### src/rtl/switch_allocator_rr.sv
// Separable input-first round-robin switch allocator.
// Combinational grant back to inputs, registered crossbar select.
module switch_allocator_rr #(
    parameter int PORT_NUM = 5,
    parameter int VC_NUM   = 2,
    localparam int PW = (PORT_NUM > 1) ? $clog2(PORT_NUM) : 1,
    localparam int VW = (VC_NUM > 1) ? $clog2(VC_NUM) : 1
) (
    input  logic                                 clk,
    input  logic                                 rst,
    input  logic [PORT_NUM-1:0][VC_NUM-1:0]          switch_request_i,
    input  logic [PORT_NUM-1:0][VC_NUM-1:0][PW-1:0]  out_port_i,
    input  logic [PORT_NUM-1:0][VC_NUM-1:0][VW-1:0]  downstream_vc_i,
    input  logic [PORT_NUM-1:0][VC_NUM-1:0]          on_off_i,
    output logic [PORT_NUM-1:0]                      valid_sel_o,
    output logic [PORT_NUM-1:0][VW-1:0]              vc_sel_o,
    output logic [PORT_NUM-1:0][PW-1:0]              xbar_sel_o,
    output logic [PORT_NUM-1:0]                      xbar_valid_o
);

    logic [PORT_NUM-1:0][VC_NUM-1:0] elig;
    logic [PORT_NUM-1:0][VW-1:0]     in_ptr;
    logic [PORT_NUM-1:0][PW-1:0]     out_ptr;
    logic [PORT_NUM-1:0]             nom_valid;
    logic [PORT_NUM-1:0][VW-1:0]     win_vc;
    logic [PORT_NUM-1:0][PW-1:0]     nom_port;
    logic [PORT_NUM-1:0]             in_gnt;
    logic [PORT_NUM-1:0]             out_gnt;
    logic [PORT_NUM-1:0][PW-1:0]     out_sel;

    // Out-of-range ports or downstream VCs are silently masked.
    always_comb begin
        elig = '0;
        for (int i = 0; i < PORT_NUM; i++) begin
            for (int v = 0; v < VC_NUM; v++) begin
                if (switch_request_i[i][v] &&
                    int'(out_port_i[i][v]) < PORT_NUM &&
                    int'(downstream_vc_i[i][v]) < VC_NUM)
                    elig[i][v] = on_off_i[out_port_i[i][v]][downstream_vc_i[i][v]];
            end
        end
    end

    always_comb begin
        nom_valid = '0;
        win_vc    = '0;
        nom_port  = '0;
        for (int i = 0; i < PORT_NUM; i++) begin
            for (int k = 0; k < VC_NUM; k++) begin
                for (int v = 0; v < VC_NUM; v++) begin
                    if (!nom_valid[i] && elig[i][v] &&
                        v == (int'(in_ptr[i]) + k) % VC_NUM) begin
                        nom_valid[i] = 1'b1;
                        win_vc[i]    = VW'(v);
                        nom_port[i]  = out_port_i[i][v];
                    end
                end
            end
        end
    end

    always_comb begin
        out_gnt = '0;
        out_sel = '0;
        in_gnt  = '0;
        for (int o = 0; o < PORT_NUM; o++) begin
            for (int k = 0; k < PORT_NUM; k++) begin
                for (int j = 0; j < PORT_NUM; j++) begin
                    if (!out_gnt[o] && nom_valid[j] &&
                        nom_port[j] == PW'(o) &&
                        j == (int'(out_ptr[o]) + k) % PORT_NUM) begin
                        out_gnt[o] = 1'b1;
                        out_sel[o] = PW'(j);
                        in_gnt[j]  = 1'b1;
                    end
                end
            end
        end
    end

    always_comb begin
        valid_sel_o = '0;
        vc_sel_o    = '0;
        if (!rst) begin
            for (int i = 0; i < PORT_NUM; i++) begin
                valid_sel_o[i] = in_gnt[i];
                vc_sel_o[i]    = in_gnt[i] ? win_vc[i] : '0;
            end
        end
    end

    // Only final grants advance pointers; stage-2 losers keep priority.
    always_ff @(posedge clk) begin
        if (rst) begin
            in_ptr       <= '0;
            out_ptr      <= '0;
            xbar_valid_o <= '0;
            xbar_sel_o   <= '0;
        end else begin
            for (int i = 0; i < PORT_NUM; i++) begin
                if (in_gnt[i])
                    in_ptr[i] <= (int'(win_vc[i]) == VC_NUM - 1) ?
                                 '0 : win_vc[i] + 1'b1;
            end
            for (int o = 0; o < PORT_NUM; o++) begin
                if (out_gnt[o]) begin
                    out_ptr[o]    <= (int'(out_sel[o]) == PORT_NUM - 1) ?
                                     '0 : out_sel[o] + 1'b1;
                    xbar_sel_o[o] <= out_sel[o];
                end
            end
            xbar_valid_o <= out_gnt;
        end
    end

endmodule

### config.mk
export PLATFORM = sky130hd
export DESIGN_NAME = switch_allocator_rr
export DESIGN_NICKNAME = d
export VERILOG_FILES = /design/src/rtl/switch_allocator_rr.sv
export SDC_FILE = /design/constraint.sdc
export NUM_CORES = 1
export LEC_CHECK = 0
export ABC_AREA = 1
export BUFFER_PORTS_ARGS = -buffer_cell sky130_fd_sc_hd__buf_2
export CELL_PAD_IN_SITES_DETAIL_PLACEMENT = 0
export CELL_PAD_IN_SITES_GLOBAL_PLACEMENT = 1
export CORE_AREA = 10 10 168 232
export CTS_BUF_LIST = sky130_fd_sc_hd__clkbuf_2 sky130_fd_sc_hd__clkbuf_4 sky130_fd_sc_hd__clkbuf_8
export DETAILED_ROUTE_END_ITERATION = 7
export DIE_AREA = 0 0 178 242
export PLACE_DENSITY_LB_ADDON = 0.1
export SLEW_MARGIN = 20
export SYNTH_ARGS = -nofsm -noshare
export SYNTH_HDL_FRONTEND = slang
export SYNTH_SLANG_ARGS = --single-unit
### constraint.sdc
create_clock -name clk -period 9.2 [get_ports clk]
set_input_delay 1.38 -clock clk [delete_from_list [all_inputs] [get_ports clk]]
set_output_delay 1.38 -clock clk [all_outputs]
set_load 0.02 [all_outputs]
==> reports/results.tsv, run 1 <==
metric	value	unit
Pwr Density	225	nW/um2
WL met3	1.71	mm
critical path's largest stage delay	0.78	ns
initial antenna violation count	1	
Comb pwr share	86.4	%
CTS H-tree lvls	2	
post-CTS setup buffers	0	
Clock transition at path regs	0.09	ns
largest net degree at the start of global routing	30	
Yosys top cell area share	14.5	%
crit path launch	out_ptr[3]$_SDFFE_PP0P_	
reg2reg start	out_ptr[0]$_SDFFE_PP0P_	
hold crit path type	register to register	
post-synth top area cell	nand2_1	
WL met1	21.6	mm
outcome	finished clean	
CP required	7.82	ns
Syn Area/Cell	5.58	um2
Ys Warns	0	
Seq cells post-synth	40	
Synth Flop Type	dfxtp_1	
via/cell ratio	5.46	
Max Freq	0.128	GHz
fin crit share	84.9	%
Worst R2R Path Depth	34	
CTS tree	yes	
P_sw	2.13	mW
final max-slew violation count	0	
Resized Gates After CTS	0	
synthesized area	13700	um2
Max-Cap Viols	0	
drt total wl	54.4	mm
share of cells above drive strength 1	12.9	%
initial core utilization	39.4	%
WP data arrival	6.43	ns
Post-Syn Nets	2652	
Core ar.	34800	um2
CTS max path bufs	2	
GRT Util Overall	24.6	%
TritonRoute pass-1 iters	5	
R2R Setup Slk	2.68	ns
die area	43100	um2
Clock Skew	0.0205	ns
startpoint class of the critical path	register	
first-pass GRT wire length	85.1	mm
synth cell count leaders	nand2_1 (528), inv_1 (409), nor2_1 (284)	
CP max-delay cell	dfxtp_1	
Distinct cells, synth	67	
Clock Sinks	40	
kind of critical path	register to primary output	
Post-synth EDFFs	0	
Final Net Count	2731	
Placed Instances	2981	
Reg area	801	um2
CP Capture Type	primary output	
Sw Share	64.4	%
root buffer cell	clkbuf_8	
area delta synth->final	7.64	%
Peak VDD IR	0.000132	V
hold_buf cts	0	
ranking of synthesized cells by area	nand2_1 (14%), ha_1 (12%), inv_1 (11%), nand3_1 (9.0%), nor2_1 (7.8%)	
Leak Pwr	8.18	nW
dpl hpwl	46.0	mm
setup TNS	0	ns
die width	178	um
Slew Limit Headroom	32.5	%
Fin. Hold Viols	0	
sequential cell area fraction in the yosys report	5.85	%
GRT overflow	0	
Finished Layout Cells	2991	
Core Rows	81	
CP max FO	16	
Int Power	1.18	mW
TritonCTS Buffers	5	
sequential fraction of design power	8.3	%
most numerous cell in the Yosys netlist	nand2_1	
I/O pins	92	
1st-iter DRT viols	976	
GP Congestion	1.01	
DRC	0	
Slew @ Worst Pin	1.01	ns
Critical Path Sink	vc_sel_o[2]	
Reg-to-Reg End	out_ptr[2]$_SDFFE_PP0P_	
ys async rst share	0	%
WL met2	28.9	mm
fill cell count	3917	
top layer in use	met4	
Multi-input gate area	11000	um2
Avg WL per Cell	18.2	um
Post-DRT Antenna Nets	0	
Syn Inst Count	2453	
number of global-route vias before repair	15749	
via count	16345	
count of final setup violators	0	
clock power share	5.3	%
Most Frequent Cell on Critical Path	nand2_1	
min Tclk post-route	7.81	ns
IO buf count	91	
RSZ-0062 raised after global routing	false	
Chip Height	242	um
Worst-Skew Late Latency	0.36	ns
-- how the worst min path moves through the flow --
| stage | from | endpoint | slack, ns | cells past startpoint |
|---|---|---|---|---|
| 2_1_floorplan | in_ptr[2]$_SDFFE_PP0N_ | in_ptr[2]$_SDFFE_PP0N_ | 0.45 | 2 |
| 3_3_place_gp | xbar_sel_o[9]$_SDFFE_PP0P_ | xbar_sel_o[9]$_SDFFE_PP0P_ | 0.45 | 2 |
| 3_5_place_dp | xbar_sel_o[7]$_SDFFE_PP0P_ | xbar_sel_o[7]$_SDFFE_PP0P_ | 0.45 | 2 |
| 4_1_cts | xbar_sel_o[3]$_SDFFE_PP0P_ | xbar_sel_o[3]$_SDFFE_PP0P_ | 0.47 | 2 |
| 5_1_grt | xbar_sel_o[5]$_SDFFE_PP0P_ | xbar_sel_o[5]$_SDFFE_PP0P_ | 0.48 | 2 |
| 6_report | xbar_sel_o[5]$_SDFFE_PP0P_ | xbar_sel_o[5]$_SDFFE_PP0P_ | 0.47 | 2 |
-- cell type report --
cell class,count,area share (%)
clock inverters,3,0.314
repair buffers,97,3.39
inverters,467,11.9
diodes,2,0.0339
flip-flops and latches,40,5.43
multi-input cells,1921,74.6
clock buffers,5,0.467
well taps,456,3.87
-- sequential cells by signal, summed over array words and instances (netlist names) --
register	count
in_ptr	5
out_ptr	15
xbar_sel_o	15
xbar_valid_o	5
-- cells in the final DEF (no fill, tap or decap), types with 5 or more instances in the layout --
master | netlist | final
xor2_1 | 43 | 43
o21ai_0 | 88 | 88
o211ai_1 | 16 | 16
buf_4 | 4 | 6
o21ai_1 | 30 | 30
or2_2 | 14 | 14
o21bai_1 | 8 | 8
nand4_4 | 5 | 5
nor2_2 | 22 | 22
clkbuf_8 | 0 | 5
nor3b_1 | 7 | 7
a22oi_1 | 5 | 5
nand2_1 | 528 | 528
dfxtp_1 | 40 | 40
o22ai_1 | 7 | 7
a31oi_1 | 5 | 5
o21ai_2 | 5 | 5
ha_1 | 135 | 135
nand3b_1 | 23 | 23
inv_2 | 56 | 56
nand4_1 | 108 | 108
inv_1 | 409 | 408
buf_2 | 10 | 91
nand3_1 | 245 | 245
a211oi_1 | 5 | 5
nor4_1 | 25 | 25
nor2_1 | 284 | 284
nor3_1 | 75 | 75
nor3_2 | 5 | 5
nand4_2 | 16 | 16
nand2_2 | 32 | 32
nand3_2 | 23 | 23
nor2_4 | 19 | 19
a21oi_1 | 87 | 87
-- logic make-up (layout without fill, tap and decap cells) --
kind of cell,Yosys count,in the layout,synth area share (%)
AO/OA/AOI/OAI,281,281,11.9
AND/OR/NAND/NOR,1454,1454,52.3
other,0,2,0
buffers and inverters,492,572,13.9
XOR/XNOR,49,49,3.54
adder cells (fa/ha/maj),137,137,12.6
flip-flops,40,40,5.85
-- critical path, delay by kind of cell (launching register included) --
family | cells | cell delay (ns)
fa+ha+maj | 3 | 1.04
flops | 1 | 0.78
buf+inv | 6 | 0.93
simple gates | 23 | 3.30
-- through the flow --
stage / util (%) / cell area [um2] / power, mW / hold slack (ns) / setup slack [ns]
after detailed placement: 42.1 / 14600 / 3.11 / 0.453 / 1.65
after floorplan: - / 13700 / 2.41 / 0.450 / 3.13
after global placement: 42.1 / 14600 / 3.08 / 0.448 / 1.68
after CTS: 42.4 / 14700 / 3.30 / 0.468 / 1.41
after global routing: 42.4 / 14700 / 3.71 / 0.482 / 0.771
final: 42.4 / 14700 / 3.31 / 0.467 / 1.39
-- routing by layer --
layer	global-route usage (%)	vias up
li1	-	8204
met1	26.9	7659
met2	47.1	374
met3	1.78	108
met4	9.46	0
met5	0	-
-- power groups by stage --
stage / Sequential (mW) / Combinational [mW] / Clock [mW]
after floorplan: 0.288 / 2.12 / 0
after global placement: 0.279 / 2.80 / 0
after detailed placement: 0.280 / 2.83 / 0
after CTS: 0.276 / 2.84 / 0.183
after global routing: 0.283 / 3.25 / 0.181
final: 0.275 / 2.86 / 0.176
Power figures use the tool's default switching activity.
==> inputs of run 2 (changes only) <==
==> constraint.sdc (replaced) <==
create_clock -name clk -period 6.6 [get_ports clk]
set_input_delay 0.99 -clock clk [delete_from_list [all_inputs] [get_ports clk]]
set_output_delay 0.99 -clock clk [all_outputs]
set_load 0.02 [all_outputs]
==> reports/results.tsv, run 2 (synthesis results as in run 1) <==
metric	value	unit	change
CP Capture Type	primary output		unchanged
setup TNS	0	ns	unchanged
area delta synth->final	13.3	%	was 7.64%
sequential fraction of design power	7.4	%	was 8.3%
Worst-Skew Late Latency	0.37	ns	was 0.36 ns
1st-iter DRT viols	1007		was 976
GRT overflow	0		unchanged
commonest non-fill, non-tap cell in the layout	nand2_1		unchanged
Fin. Hold Viols	0		unchanged
critical path's largest stage delay	0.41	ns	was 0.78 ns
crit path launch	out_ptr[10]$_SDFFE_PP0P_		was out_ptr[3]$_SDFFE_PP0P_
CP required	5.61	ns	was 7.82 ns
fill cell count	3902		was 3917
Slew Limit Headroom	32.2	%	was 32.5%
first-pass GRT wire length	83.4	mm	was 85.1 mm
Top delay family on crit path	simple AND/OR/NAND/NOR gates		unchanged
dpl hpwl	45.4	mm	was 46.0 mm
reg2reg start	out_ptr[10]$_SDFFE_PP0P_		was out_ptr[0]$_SDFFE_PP0P_
root buffer cell	clkbuf_8		unchanged
largest registers	out_ptr (15), xbar_sel_o (15)		unchanged
GP Congestion	0.979		was 1.01
hold crit path type	register to register		unchanged
Clock transition at path regs	0.12	ns	was 0.09 ns
I/O pins	92		unchanged
CTS max path bufs	2		unchanged
Chip Height	242	um	unchanged
Most Frequent Cell on Critical Path	inv_1		was nand2_1
DRC	0		unchanged
Max-Cap Viols	0		unchanged
P_sw	3.09	mW	was 2.13 mW
die area	43100	um2	unchanged
initial core utilization	39.4	%	unchanged
final max-slew violation count	0		unchanged
Pwr Density	316	nW/um2	was 225 nW/um2
Clock Skew	0.0205	ns	about the same
via count	16251		about the same
Clock Sinks	40		unchanged
WP data arrival	5.29	ns	was 6.43 ns
Placed Area	15000	um2	was 14600 um2
Peak VDD IR	0.000173	V	was 0.000132 V
TritonRoute pass-1 iters	7		was 5
most frequent cells in the layout	nand2_1 (523), inv_1 (402), nor2_1 (279)		was nand2_1 (528), inv_1 (408), nor2_1 (284)
count of final setup violators	0		unchanged
Max Freq	0.159	GHz	
CP max FO	8		was 16
die width	178	um	unchanged
drt total wl	53.5	mm	was 54.4 mm
design area	15500	um2	was 14700 um2
final core occ	44.6	%	was 42.4%
outcome	finished clean		unchanged
initial antenna violation count	2		was 1
Avg WL per Cell	17.5	um	was 18.2 um
Final Net Count	2788		was 2731
worst hold path startpoint	xbar_sel_o[3]$_SDFFE_PP0P_		was xbar_sel_o[5]$_SDFFE_PP0P_
Sw Share	63.0	%	was 64.4%
clock power share	5.1	%	was 5.3%
CP max-delay cell	dfxtp_4		was dfxtp_1
Slew @ Worst Pin	1.02	ns	was 1.01 ns
Int Power	1.81	mW	was 1.18 mW
fin crit share	95.1	%	
min Tclk post-route	6.28	ns	
number of global-route vias before repair	15509		was 15.7k
startpoint class of the critical path	register		unchanged
TritonCTS Buffers	5		unchanged
Core ar.	34800	um2	unchanged
worst path bufs/invs	8		was 6
GRT Util Overall	24.1	%	was 24.6%
Core Rows	81		unchanged
Comb pwr share	87.5	%	was 86.4%
via/cell ratio	5.33		was 5.46
Leak Pwr	8.53	nW	was 8.18 nW
share of cells above drive strength 1	16.9	%	was 12.9%
CTS H-tree lvls	2		unchanged
largest net degree at the start of global routing	30		unchanged
kind of critical path	register to primary output		unchanged
IO buf count	91		unchanged
RSZ-0062 raised after global routing	true		was false
CTS tree	yes		unchanged
Post-DRT Antenna Nets	0		unchanged
-- run 2: changes by cell type in the layout (fill, tap and decap cells not counted), sizes merged --
cell,change
clkinvlp,+1
buf,+57
clkinv,-1
-- run 2: tightest hold or removal path, delay by kind of cell (launching register included) --
family / cells / cell delay [ns]
and+or+nand+nor: 1 / 0.06
AOI/OAI and AO/OA: 1 / 0.05
DFF: 1 / 0.32
-- run 2: routing by layer --
layer | global-route usage [%] | vias up | part of all wire, %
li1 | - | 8316 | -
met1 | 27.6 | 7513 | 41
met2 | 44.7 | 329 | 52
met3 | 1.73 | 93 | 2.7
met4 | 9.14 | 0 | 3.8
met5 | 0 | - | 0
-- run 2: path summary, 6_finish.rpt --
kind | to | slack (ns) | cells past startpoint
min reg2reg | xbar_sel_o[3]$_SDFFE_PP0P_ | 0.46 | 2
max reg2reg | out_ptr[11]$_SDFFE_PP0P_ | 0.92 | 27
max | vc_sel_o[0] | 0.32 | 29
min | xbar_sel_o[3]$_SDFFE_PP0P_ | 0.46 | 2
-- run 2: final cells by class --
class / count / area, um2 / share of cell area [%]
clock inverter: 3 / 46.3 / 0.298
inverter: 467 / 1760 / 11.4
antenna: 2 / 5.00 / 0.0323
sequential: 40 / 813 / 5.24
clock buffer: 5 / 68.8 / 0.443
multi-input combinational: 1921 / 11300 / 72.9
tap: 456 / 571 / 3.68
timing repair buffer: 154 / 932 / 6.01
-- run 2: timing repair --
item                                    4_1_cts  5_1_grt
setup buffers                                 2       10
hold buffers                                  0        0
endpoints found under the setup margin       10       10
gates resized for setup                      11       72
pin swaps                                     2        8
-- run 2: power by group through the flow --
stage	clock (mW)	combinational, mW	sequential, mW
global route	0.263	4.84	0.371
finish	0.250	4.29	0.361
global placement	0	4.02	0.361
CTS	0.260	4.08	0.357
detailed placement	0	4.05	0.362
floorplan	0	2.96	0.401
-- run 2: per-stage QoR --
| stage | worst slack, ns | instances | total power, mW | hold slack (ns) |
|---|---|---|---|---|
| 6_report | 0.320 | 3048 | 4.90 | 0.464 |
| 5_1_grt | -0.109 | 3048 | 5.47 | 0.485 |
| 4_1_cts | 0.00651 | 3036 | 4.70 | 0.467 |
| 3_5_place_dp | 0.230 | 3026 | 4.41 | 0.453 |
| 3_3_place_gp | 0.371 | 3026 | 4.38 | 0.447 |
| 2_1_floorplan | 0.921 | 2453 | 3.36 | 0.450 |
